==> config.mk <==
export PLATFORM = sky130hd
export DESIGN_NAME = nn_job_ctrl
export DESIGN_NICKNAME = d
export VERILOG_FILES = /design/src/rtl/nn_job_ctrl.sv
export SDC_FILE = /design/constraint.sdc
export NUM_CORES = 1
export LEC_CHECK = 0
export ABC_AREA = 1
export ABC_CLOCK_PERIOD_IN_PS = 1860
export CORE_MARGIN = 4
export CORE_UTILIZATION = 48
export CTS_CLUSTER_DIAMETER = 50
export DETAILED_ROUTE_END_ITERATION = 6
export PLACE_DENSITY = 0.91
export SETUP_SLACK_MARGIN = 0.05
export SKIP_LAST_GASP = 1
export SLEW_MARGIN = 20
export SYNTH_ARGS = -nofsm -noshare
export SYNTH_HDL_FRONTEND = slang
export SYNTH_SLANG_ARGS = --single-unit
==> constraint.sdc <==
create_clock -name uart_sampling_clk -period 1.86 [get_ports uart_sampling_clk]
set_input_delay 0.372 -clock uart_sampling_clk [delete_from_list [all_inputs] [get_ports uart_sampling_clk]]
set_output_delay 0.372 -clock uart_sampling_clk [all_outputs]
set_load 0.02 [all_outputs]
==> src/rtl/nn_job_ctrl.sv <==
// rtl/nn_job_ctrl.sv - UART frame to NN job sequencer with ACK/result/NAK/ERR reply.
// Optional frame/NAK statistics counters are built when NN_JOB_STATS_EN is defined.
module nn_job_ctrl #(
  parameter logic [15:0] TIMEOUT_CYC = 16'd50000,
  parameter logic [7:0]  ACK_BYTE    = 8'hCC,
  parameter logic [7:0]  NAK_BYTE    = 8'hAA,
  parameter logic [7:0]  ERR_BYTE    = 8'hEE
) (
  input  logic        uart_sampling_clk,
  input  logic        rst,
  input  logic        start,
  input  logic        train,
  input  logic        resend,
  input  logic [7:0]  label,
  output logic        nn_go,
  output logic        nn_train,
  output logic [7:0]  nn_label,
  input  logic        nn_done,
  input  logic [3:0]  nn_result,
  output logic [7:0]  tx_data,
  output logic        tx_valid,
  input  logic        tx_ready,
  output logic        busy,
  output logic        timeout_err,
  output logic        overrun_err,
  output logic [15:0] frame_cnt,
  output logic [15:0] nak_cnt
);

  typedef enum logic [2:0] {
    S_IDLE,
    S_LAUNCH,
    S_WAIT,
    S_REPLY,
    S_NAK
  } state_t;

  state_t      state;
  state_t      state_nxt;
  logic        train_q;
  logic        start_pend;
  logic [7:0]  pend_label;
  logic [15:0] cyc_cnt;

  logic        launch;
  logic        pend_set;
  logic        tx_load;
  logic [7:0]  tx_load_data;
  logic        time_out;
  logic        overrun;

  always_ff @(posedge uart_sampling_clk or posedge rst) begin
    if (rst) begin
      state <= S_IDLE;
    end else begin
      state <= state_nxt;
    end
  end

  always_comb begin
    state_nxt    = state;
    launch       = 1'b0;
    pend_set     = 1'b0;
    tx_load      = 1'b0;
    tx_load_data = 8'h00;
    time_out     = 1'b0;
    overrun      = 1'b0;
    nn_go        = 1'b0;
    tx_valid     = 1'b0;
    busy         = (state != S_IDLE);
    case (state)
      S_IDLE: begin
        // resend beats a coincident start; the start is parked until the NAK leaves
        if (resend) begin
          state_nxt    = S_NAK;
          tx_load      = 1'b1;
          tx_load_data = NAK_BYTE;
          pend_set     = start;
        end else if (start || start_pend) begin
          state_nxt = S_LAUNCH;
          launch    = 1'b1;
        end
      end
      S_LAUNCH: begin
        nn_go     = 1'b1;
        overrun   = start;
        state_nxt = S_WAIT;
      end
      S_WAIT: begin
        overrun = start;
        if (nn_done) begin
          state_nxt    = S_REPLY;
          tx_load      = 1'b1;
          tx_load_data = nn_train ? ACK_BYTE : {4'h0, nn_result};
        end else if (cyc_cnt == (TIMEOUT_CYC - 16'd1)) begin
          state_nxt    = S_REPLY;
          tx_load      = 1'b1;
          tx_load_data = ERR_BYTE;
          time_out     = 1'b1;
        end
      end
      S_REPLY: begin
        tx_valid = 1'b1;
        overrun  = start;
        if (tx_ready) begin
          state_nxt = S_IDLE;
        end
      end
      S_NAK: begin
        tx_valid = 1'b1;
        pend_set = start;
        if (tx_ready) begin
          if (start_pend || start) begin
            state_nxt = S_LAUNCH;
            launch    = 1'b1;
          end else begin
            state_nxt = S_IDLE;
          end
        end
      end
      default: state_nxt = S_IDLE;
    endcase
  end

  always_ff @(posedge uart_sampling_clk or posedge rst) begin
    if (rst) begin
      train_q     <= 1'b0;
      start_pend  <= 1'b0;
      pend_label  <= 8'h00;
      nn_train    <= 1'b0;
      nn_label    <= 8'h00;
      cyc_cnt     <= 16'd0;
      tx_data     <= 8'h00;
      timeout_err <= 1'b0;
      overrun_err <= 1'b0;
    end else begin
      // job mode and label only move at launch so the engine sees stable values
      if (launch) begin
        nn_train   <= train_q | train;
        train_q    <= 1'b0;
        nn_label   <= start ? label : pend_label;
        start_pend <= 1'b0;
      end else begin
        if (train) begin
          train_q <= 1'b1;
        end
        if (pend_set) begin
          start_pend <= 1'b1;
          pend_label <= label;
        end
      end
      if (state == S_LAUNCH) begin
        cyc_cnt <= 16'd0;
      end else if (state == S_WAIT) begin
        cyc_cnt <= cyc_cnt + 16'd1;
      end
      if (tx_load) begin
        tx_data <= tx_load_data;
      end
      if (time_out) begin
        timeout_err <= 1'b1;
      end
      if (overrun) begin
        overrun_err <= 1'b1;
      end
    end
  end

`ifdef NN_JOB_STATS_EN
  logic reply_xfer;
  logic nak_xfer;

  assign reply_xfer = (state == S_REPLY) && tx_ready;
  assign nak_xfer   = (state == S_NAK) && tx_ready;

  always_ff @(posedge uart_sampling_clk or posedge rst) begin
    if (rst) begin
      frame_cnt <= 16'd0;
      nak_cnt   <= 16'd0;
    end else begin
      if (reply_xfer && (frame_cnt != 16'hFFFF)) begin
        frame_cnt <= frame_cnt + 16'd1;
      end
      if (nak_xfer && (nak_cnt != 16'hFFFF)) begin
        nak_cnt <= nak_cnt + 16'd1;
      end
    end
  end
`else
  assign frame_cnt = 16'd0;
  assign nak_cnt   = 16'd0;
`endif

endmodule
==> impl_metrics.py, run 1 <==
metrics = {
    "synth": {
        "avgSynthCellArea_um2": 7.94,
        "syn_area_um2": 2690,
        "synthCells": 338,
        "yosys_warnings": 0,
        "synth_cell_type_count": 34,
        "ys_seq_elements": 47,
        "ys_seq_area_share_pct": 43.8,
    },
    "finish": {
        "seqCellArea_um2": 1180,
        "multiInputGateArea_um2": 1180,
        "area.growth.synth_to_final_pct": 21.4,
        "fin_nets": 419,
        "antenna_cells": 0,
        "fillers": 472,
        "drive_gt1_share_pct": 15.0,
    },
    "critical_path": {
        "critical_path_class": "reg -> out",
        "cp_slowest_cell": "dfrtp_1",
        "r2r_cells": 7,
        "reg2reg_slack_ps": 250,
        "path_buf_inv": 2,
        "critPathLaunch": "state[0]$_DFFE_PP0P_",
        "critPathMaxStageDelay_ps": 400,
        "worstSetupStartpointType": "register",
        "arrival_ps": 1370,
        "cp_cell_sequence": "nor2_2 -> nand2_1 -> inv_1 -> or2_2 -> clkbuf_2",
        "cp_top_family": "simple AND/OR/NAND/NOR gates",
        "r2r-start": "state[2]$_DFFE_PP0P_",
        "path_depth": 5,
        "endpoint": "tx_valid",
        "critPathRequiredTime_ps": 1490,
        "cp_max_fo": 3,
        "cp-end-kind": "primary output",
        "r2r_end": "cyc_cnt[1]$_DFFE_PP0N_",
    },
    "clock_network": {
        "cts-root-buf": "clkbuf_8",
        "hold_buffers": 0,
        "clk_pin_slew_ps": 80,
        "cts_buffers": 5,
        "clock_path_buffers": 2,
        "cts.sink_count": 47,
        "cts_max_level": 2,
        "clock_latency_ps": 300,
        "cts_tree": "built",
    },
    "timing": {
        "rsz0062_at_grt": "no",
        "hold_violations": 0,
        "tns_ps": 0,
        "fmax_mhz": 576,
        "holdWs_ps": 408,
        "finalSetupViolations": 0,
        "finalCritPeriodShare_pct": 93.4,
        "clock_skew_ps": 4.99,
        "fin_crit_ps": 1740,
        "drv_slew": 0,
    },
    "floorplanning": {
        "die-area_um2": 6850,
        "pin_count": 73,
        "start_util_pct": 50.9,
        "die-height_um": 82.8,
        "core_area_um2": 5270,
        "std_cell_rows": 26,
        "die_w_um": 82.8,
    },
    "global_routing": {
        "grt_antenna_before_repair": 0,
        "grt_use_total_pct": 18.3,
        "grt_max_degree": 48,
        "grt_pass1_vias": 2178,
        "overflow": 0,
        "grt_pass1_wl_um": 9620,
    },
    "routing": {
        "num_vias": 2285,
        "dr.pass1.iters": 4,
        "via_per_inst": 4.87,
        "drt_wl_total_um": 5810,
        "drt-initial-drc-count": 182,
        "ant_nets": 0,
        "drc": 0,
        "avgRoutedWirePerCell_um": 12.4,
    },
    "placed_design": {
        "dp_hpwl_um": 4300,
        "io_buffers": 39,
        "gp_congestion": 0.864,
    },
    "pwr": {
        "vdd_ir_drop_max_mv": 0.857,
        "power_density_nw_per_um2": 1330,
        "p_leak_nw": 1.68,
    },
    "run": {
        "maxCapViolCount": 0,
    },
    "worst_hold_path": {
        "hold_class": "in -> async",
    },
    "outcome": {
        "status": "finished, final reports clean",
    },
}
-- sequential cells by signal (all words and copies together), names as in the netlist --
| register | cells |
|---|---|
| cyc_cnt | 16 |
| nn_label | 8 |
| pend_label | 8 |
| tx_data | 7 |
| state | 3 |
| nn_train | 1 |
| overrun_err | 1 |
| start_pend | 1 |
| timeout_err | 1 |
| train_q | 1 |
-- per-stage QoR --
step	instances	instance area, µm²	power [mW]	setup WS, ps	utilization (%)
final	469	3260	4.34	122	61.9
after global routing	469	3260	4.66	59.8	61.9
after CTS	467	3250	4.35	-69.9	61.7
after detailed placement	460	3170	3.72	1.01	60.1
after global placement	460	3170	3.63	55.4	60.1
after floorplan	370	2810	2.87	359	-
-- placed cells by master (no fill, tap or decap), drive strengths merged --
cell type      count
nand2             86
inv               41
buf               22
conb              33
ha                 1
nor3               5
dfrtp             47
a21oi              1
nor4               1
a22o               1
nand4              8
nor2              41
and3               1
dlygate4sd2        1
clkdlybuf4s50     36
o21bai             1
o21ai             19
o31ai             10
nand3b             2
or2                1
o22ai              1
clkinv             1
clkbuf             8
nand3             31
-- final cells by class --
| class | instances | share of cell area, % |
|---|---|---|
| Multi-Input combinational cell | 243 | 36.3 |
| Sequential cell | 47 | 36.1 |
| Timing Repair Buffer | 61 | 17.5 |
| Inverter | 41 | 4.72 |
| Tap cell | 70 | 2.69 |
| Clock buffer | 6 | 2.53 |
| Clock inverter | 1 | 0.153 |
-- cell families after synthesis --
| logic type | Yosys count | share of synthesized area [%] |
|---|---|---|
| simple gates | 176 | 31.1 |
| compound gates | 33 | 7.88 |
| flops | 47 | 43.8 |
| fa+ha+maj | 1 | 0.466 |
| buf+inv | 80 | 16.6 |
| other cells | 1 | 0.140 |
-- metal layers --
metal  wire length (µm)  GRT usage [%]
met2               2970           31.9
met1               2370           21.6
met4                107           7.68
met3                361           4.21
met5                  0              0
-- synthesized netlist by cell type --
library cell | instances | share of area, %
o22ai_1 | 1 | 0.23
nor2_2 | 3 | 0.70
clkbuf_1 | 1 | 0.14
nand4_1 | 8 | 1.9
nand3_1 | 28 | 5.2
buf_6 | 2 | 0.84
nor3_4 | 2 | 1.2
buf_2 | 2 | 0.37
nand3b_2 | 1 | 0.42
nand2_1 | 81 | 11
dfrtp_1 | 47 | 44
ha_1 | 1 | 0.47
nand3_2 | 3 | 1.1
nor2_4 | 1 | 0.42
nand3b_1 | 1 | 0.28
conb_1 | 1 | 0.14
nand2_4 | 2 | 0.84
o21ai_2 | 1 | 0.33
inv_2 | 5 | 0.70
o31ai_2 | 2 | 0.93
o21ai_1 | 12 | 2.2
buf_4 | 34 | 9.5
o31ai_1 | 8 | 2.2
nor2_1 | 37 | 5.2
or2_2 | 1 | 0.23
nor3_1 | 3 | 0.56
nand2_2 | 3 | 0.70
o21ai_0 | 6 | 1.1
a22o_1 | 1 | 0.33
nor4_4 | 1 | 0.79
o21bai_1 | 1 | 0.28
and3_2 | 1 | 0.28
inv_1 | 36 | 5.0
a21oi_1 | 1 | 0.19
-- tightest hold or removal path: cells and delay by family --
kind	cells	cell delay, ps
buffers and inverters	3	730
-- report_power, final --
part / internal (mW) / total (mW) / leakage, nW / switching [mW]
Clock: 0.292 / 0.631 / 0.0470 / 0.339
Sequential: 1.34 / 1.55 / 0.591 / 0.210
Combinational: 0.920 / 2.15 / 1.05 / 1.23
Total: 2.56 / 4.34 / 1.68 / 1.78
-- what timing repair did --
action / 4_1_cts / 5_1_grt
setup endpoints to repair: 3 / 3
resized for setup: 5 / 4
setup buffers: 0 / 2
-- worst min path at each step --
stage | start | end | slack, ps | cells after the start
2_1_floorplan | pend_label[0]$_DFFE_PP0P_ | pend_label[0]$_DFFE_PP0P_ | 440 | 2
3_3_place_gp | timeout_err$_DFFE_PP0P_ | timeout_err$_DFFE_PP0P_ | 450 | 2
3_5_place_dp | pend_label[2]$_DFFE_PP0P_ | pend_label[2]$_DFFE_PP0P_ | 460 | 2
4_1_cts | rst | pend_label[3]$_DFFE_PP0P_ | 420 | 3
5_1_grt | rst | pend_label[3]$_DFFE_PP0P_ | 430 | 3
6_report | rst | pend_label[2]$_DFFE_PP0P_ | 410 | 3
No activity file was read; power rests on OpenSTA's default activity.
==> run 2: changes to the inputs <==
- PLACE_DENSITY: 0.91 -> not set
- PLACE_DENSITY_LB_ADDON: not set -> 0.1
- SLEW_MARGIN: 20 -> 40
==> impl_metrics.py, run 2 (synthesis results as in run 1) <==
metrics = {
    "finish": {
        "largest_reg_flops": 16,
        "antenna_cells": 0,
        "finish.utilization_pct": 61.9,
        "most-common-layout-cells": "81 x nand2_1, 45 x dfrtp_1, 37 x nor2_1, 36 x clkdlybuf4s50_1, 35 x inv_1",
        "area.growth.synth_to_final_pct": 21.6,
        "drive_gt1_share_pct": 15.2,
        "layout_commonest_cell": "nand2_1",
        "fin_nets": 420,
        "top_register": "cyc_cnt",
        "largestRegisters": "cyc_cnt (16), nn_label (8), pend_label (8)",
        "fillers": 502,
    },
    "floorplanning": {
        "std_cell_rows": 26,
        "pin_count": 73,
        "die_w_um": 82.8,
        "core_area_um2": 5270,
        "die-height_um": 82.8,
        "die-area_um2": 6850,
        "start_util_pct": 50.9,
    },
    "clock_network": {
        "cts_max_level": 2,
        "clk_pin_slew_ps": 80,
        "clock_path_buffers": 2,
        "clock_latency_ps": 300,
        "cts_tree": "built",
        "cts-root-buf": "clkbuf_8",
        "cts.sink_count": 47,
        "cts_buffers": 5,
    },
    "timing": {
        "finalSetupViolations": 0,
        "fmax_mhz": 578,
        "drv_slew": 0,
        "fin_crit_ps": 1730,
        "hold_violations": 0,
        "rsz0062_at_grt": "yes",
        "finalCritPeriodShare_pct": 92.9,
        "clock_skew_ps": 8.31,
    },
    "pwr": {
        "power_density_nw_per_um2": 1310,
        "p_leak_nw": 1.68,
        "vdd_ir_drop_max_mv": 0.746,
        "power.total_mw": 4.29,
    },
    "critical_path": {
        "arrival_ps": 1360,
        "path_buf_inv": 2,
        "critPathRequiredTime_ps": 1490,
        "cp_slowest_cell": "dfrtp_1",
        "cp_cell_sequence": "nor2_2 -> nand2_1 -> inv_1 -> or2_2 -> clkbuf_2",
        "critical_path_class": "reg -> out",
        "critPathMaxStageDelay_ps": 430,
        "cp_max_fo": 4,
        "cp-end-kind": "primary output",
        "worstSetupStartpointType": "register",
        "cp_top_family": "simple AND/OR/NAND/NOR gates",
    },
    "routing": {
        "drc": 0,
        "drt_wl_total_um": 5550,
        "avgRoutedWirePerCell_um": 11.8,
        "num_vias": 2234,
        "dr.pass1.iters": 5,
        "ant_nets": 0,
        "via_per_inst": 4.74,
        "drt-initial-drc-count": 104,
    },
    "outcome": {
        "status": "finished, final reports clean",
    },
    "global_routing": {
        "grt_pass1_wl_um": 9490,
        "grt_antenna_before_repair": 0,
        "grt_use_total_pct": 17.9,
        "grt_pass1_vias": 2133,
        "overflow": 0,
        "grt_max_degree": 48,
    },
    "placed_design": {
        "io_buffers": 39,
        "gp_congestion": 0.795,
        "dp_hpwl_um": 4250,
    },
    "worst_hold_path": {
        "hold_class": "in -> async",
    },
    "run": {
        "maxCapViolCount": 0,
    },
}
## run 2: changes by cell type in the layout (fill, tap and decap cells not counted), sizes merged
cell,delta
clkbuf,+1
clkdlybuf4s15,+1
dlygate4sd2,-1
buf,+1
## run 2: cell type report
type / count / area, µm² / area share, %
timing repair buffer: 62 / 579 / 17.7
multi-input combinational: 243 / 1180 / 36.3
clock inverter: 1 / 5.00 / 0.153
sequential: 47 / 1180 / 36.1
inverter: 41 / 154 / 4.71
tap: 70 / 87.6 / 2.68
clock buffer: 7 / 76.3 / 2.34
## run 2: stage by stage
| step | cells | TNS (ps) | cell area (µm²) | setup WS, ps | hold WS [ps] |
|---|---|---|---|---|---|
| 2_1_floorplan | 370 | 0 | 2810 | 359 | 443 |
| 3_3_place_gp | 463 | 0 | 3190 | 58.0 | 446 |
| 3_5_place_dp | 463 | 0 | 3190 | 6.17 | 451 |
| 4_1_cts | 471 | -56.7 | 3270 | -56.7 | 424 |
| 5_1_grt | 471 | 0 | 3260 | 46.6 | 455 |
| 6_report | 471 | 0 | 3260 | 131 | 418 |
## run 2: repair_timing
action | 4_1_cts | 5_1_grt
endpoints found under the setup margin | 3 | 2
hold buffers | 0 | 0
resized for setup | 7 | 4
setup buffers | 0 | 0
## run 2: path summary, 6_finish.rpt
| check | from | endpoint | slack, ps | depth (start not counted) |
|---|---|---|---|---|
| min | rst | pend_label[2]$_DFFE_PP0P_ | 420 | 3 |
| max | state[0]$_DFFE_PP0P_ | tx_valid | 130 | 5 |
| min reg2reg | timeout_err$_DFFE_PP0P_ | timeout_err$_DFFE_PP0P_ | 470 | 2 |
| max reg2reg | state[2]$_DFFE_PP0P_ | nn_label[3]$_DFFE_PP0P_ | 250 | 7 |
| max in group asynchronous | rst | state[2]$_DFFE_PP0P_ | 1200 | 3 |
| min in group uart_sampling_clk | timeout_err$_DFFE_PP0P_ | timeout_err$_DFFE_PP0P_ | 470 | 2 |
## run 2: worst register-to-register path, delay by kind of cell, from the launching register on
| family | cells | cell delay, ps |
|---|---|---|
| simple gates | 3 | 440 |
| compound gates | 2 | 300 |
| flops | 1 | 450 |
| buf+inv | 2 | 320 |
## run 2: power breakdown
| part | internal [mW] | switching, mW | leakage, nW | total (mW) |
|---|---|---|---|---|
| clock | 0.264 | 0.338 | 0.0422 | 0.602 |
| sequential | 1.34 | 0.225 | 0.591 | 1.57 |
| combinational | 0.930 | 1.19 | 1.05 | 2.12 |
## run 2: metal layers
metal	GRT usage, %	share of wire (%)	vias up
met2	29.6	49	48
met5	0	0	-
met3	3.13	3.8	5
met4	6.05	1.1	0
li1	-	-	1139
met1	23.6	46	1042
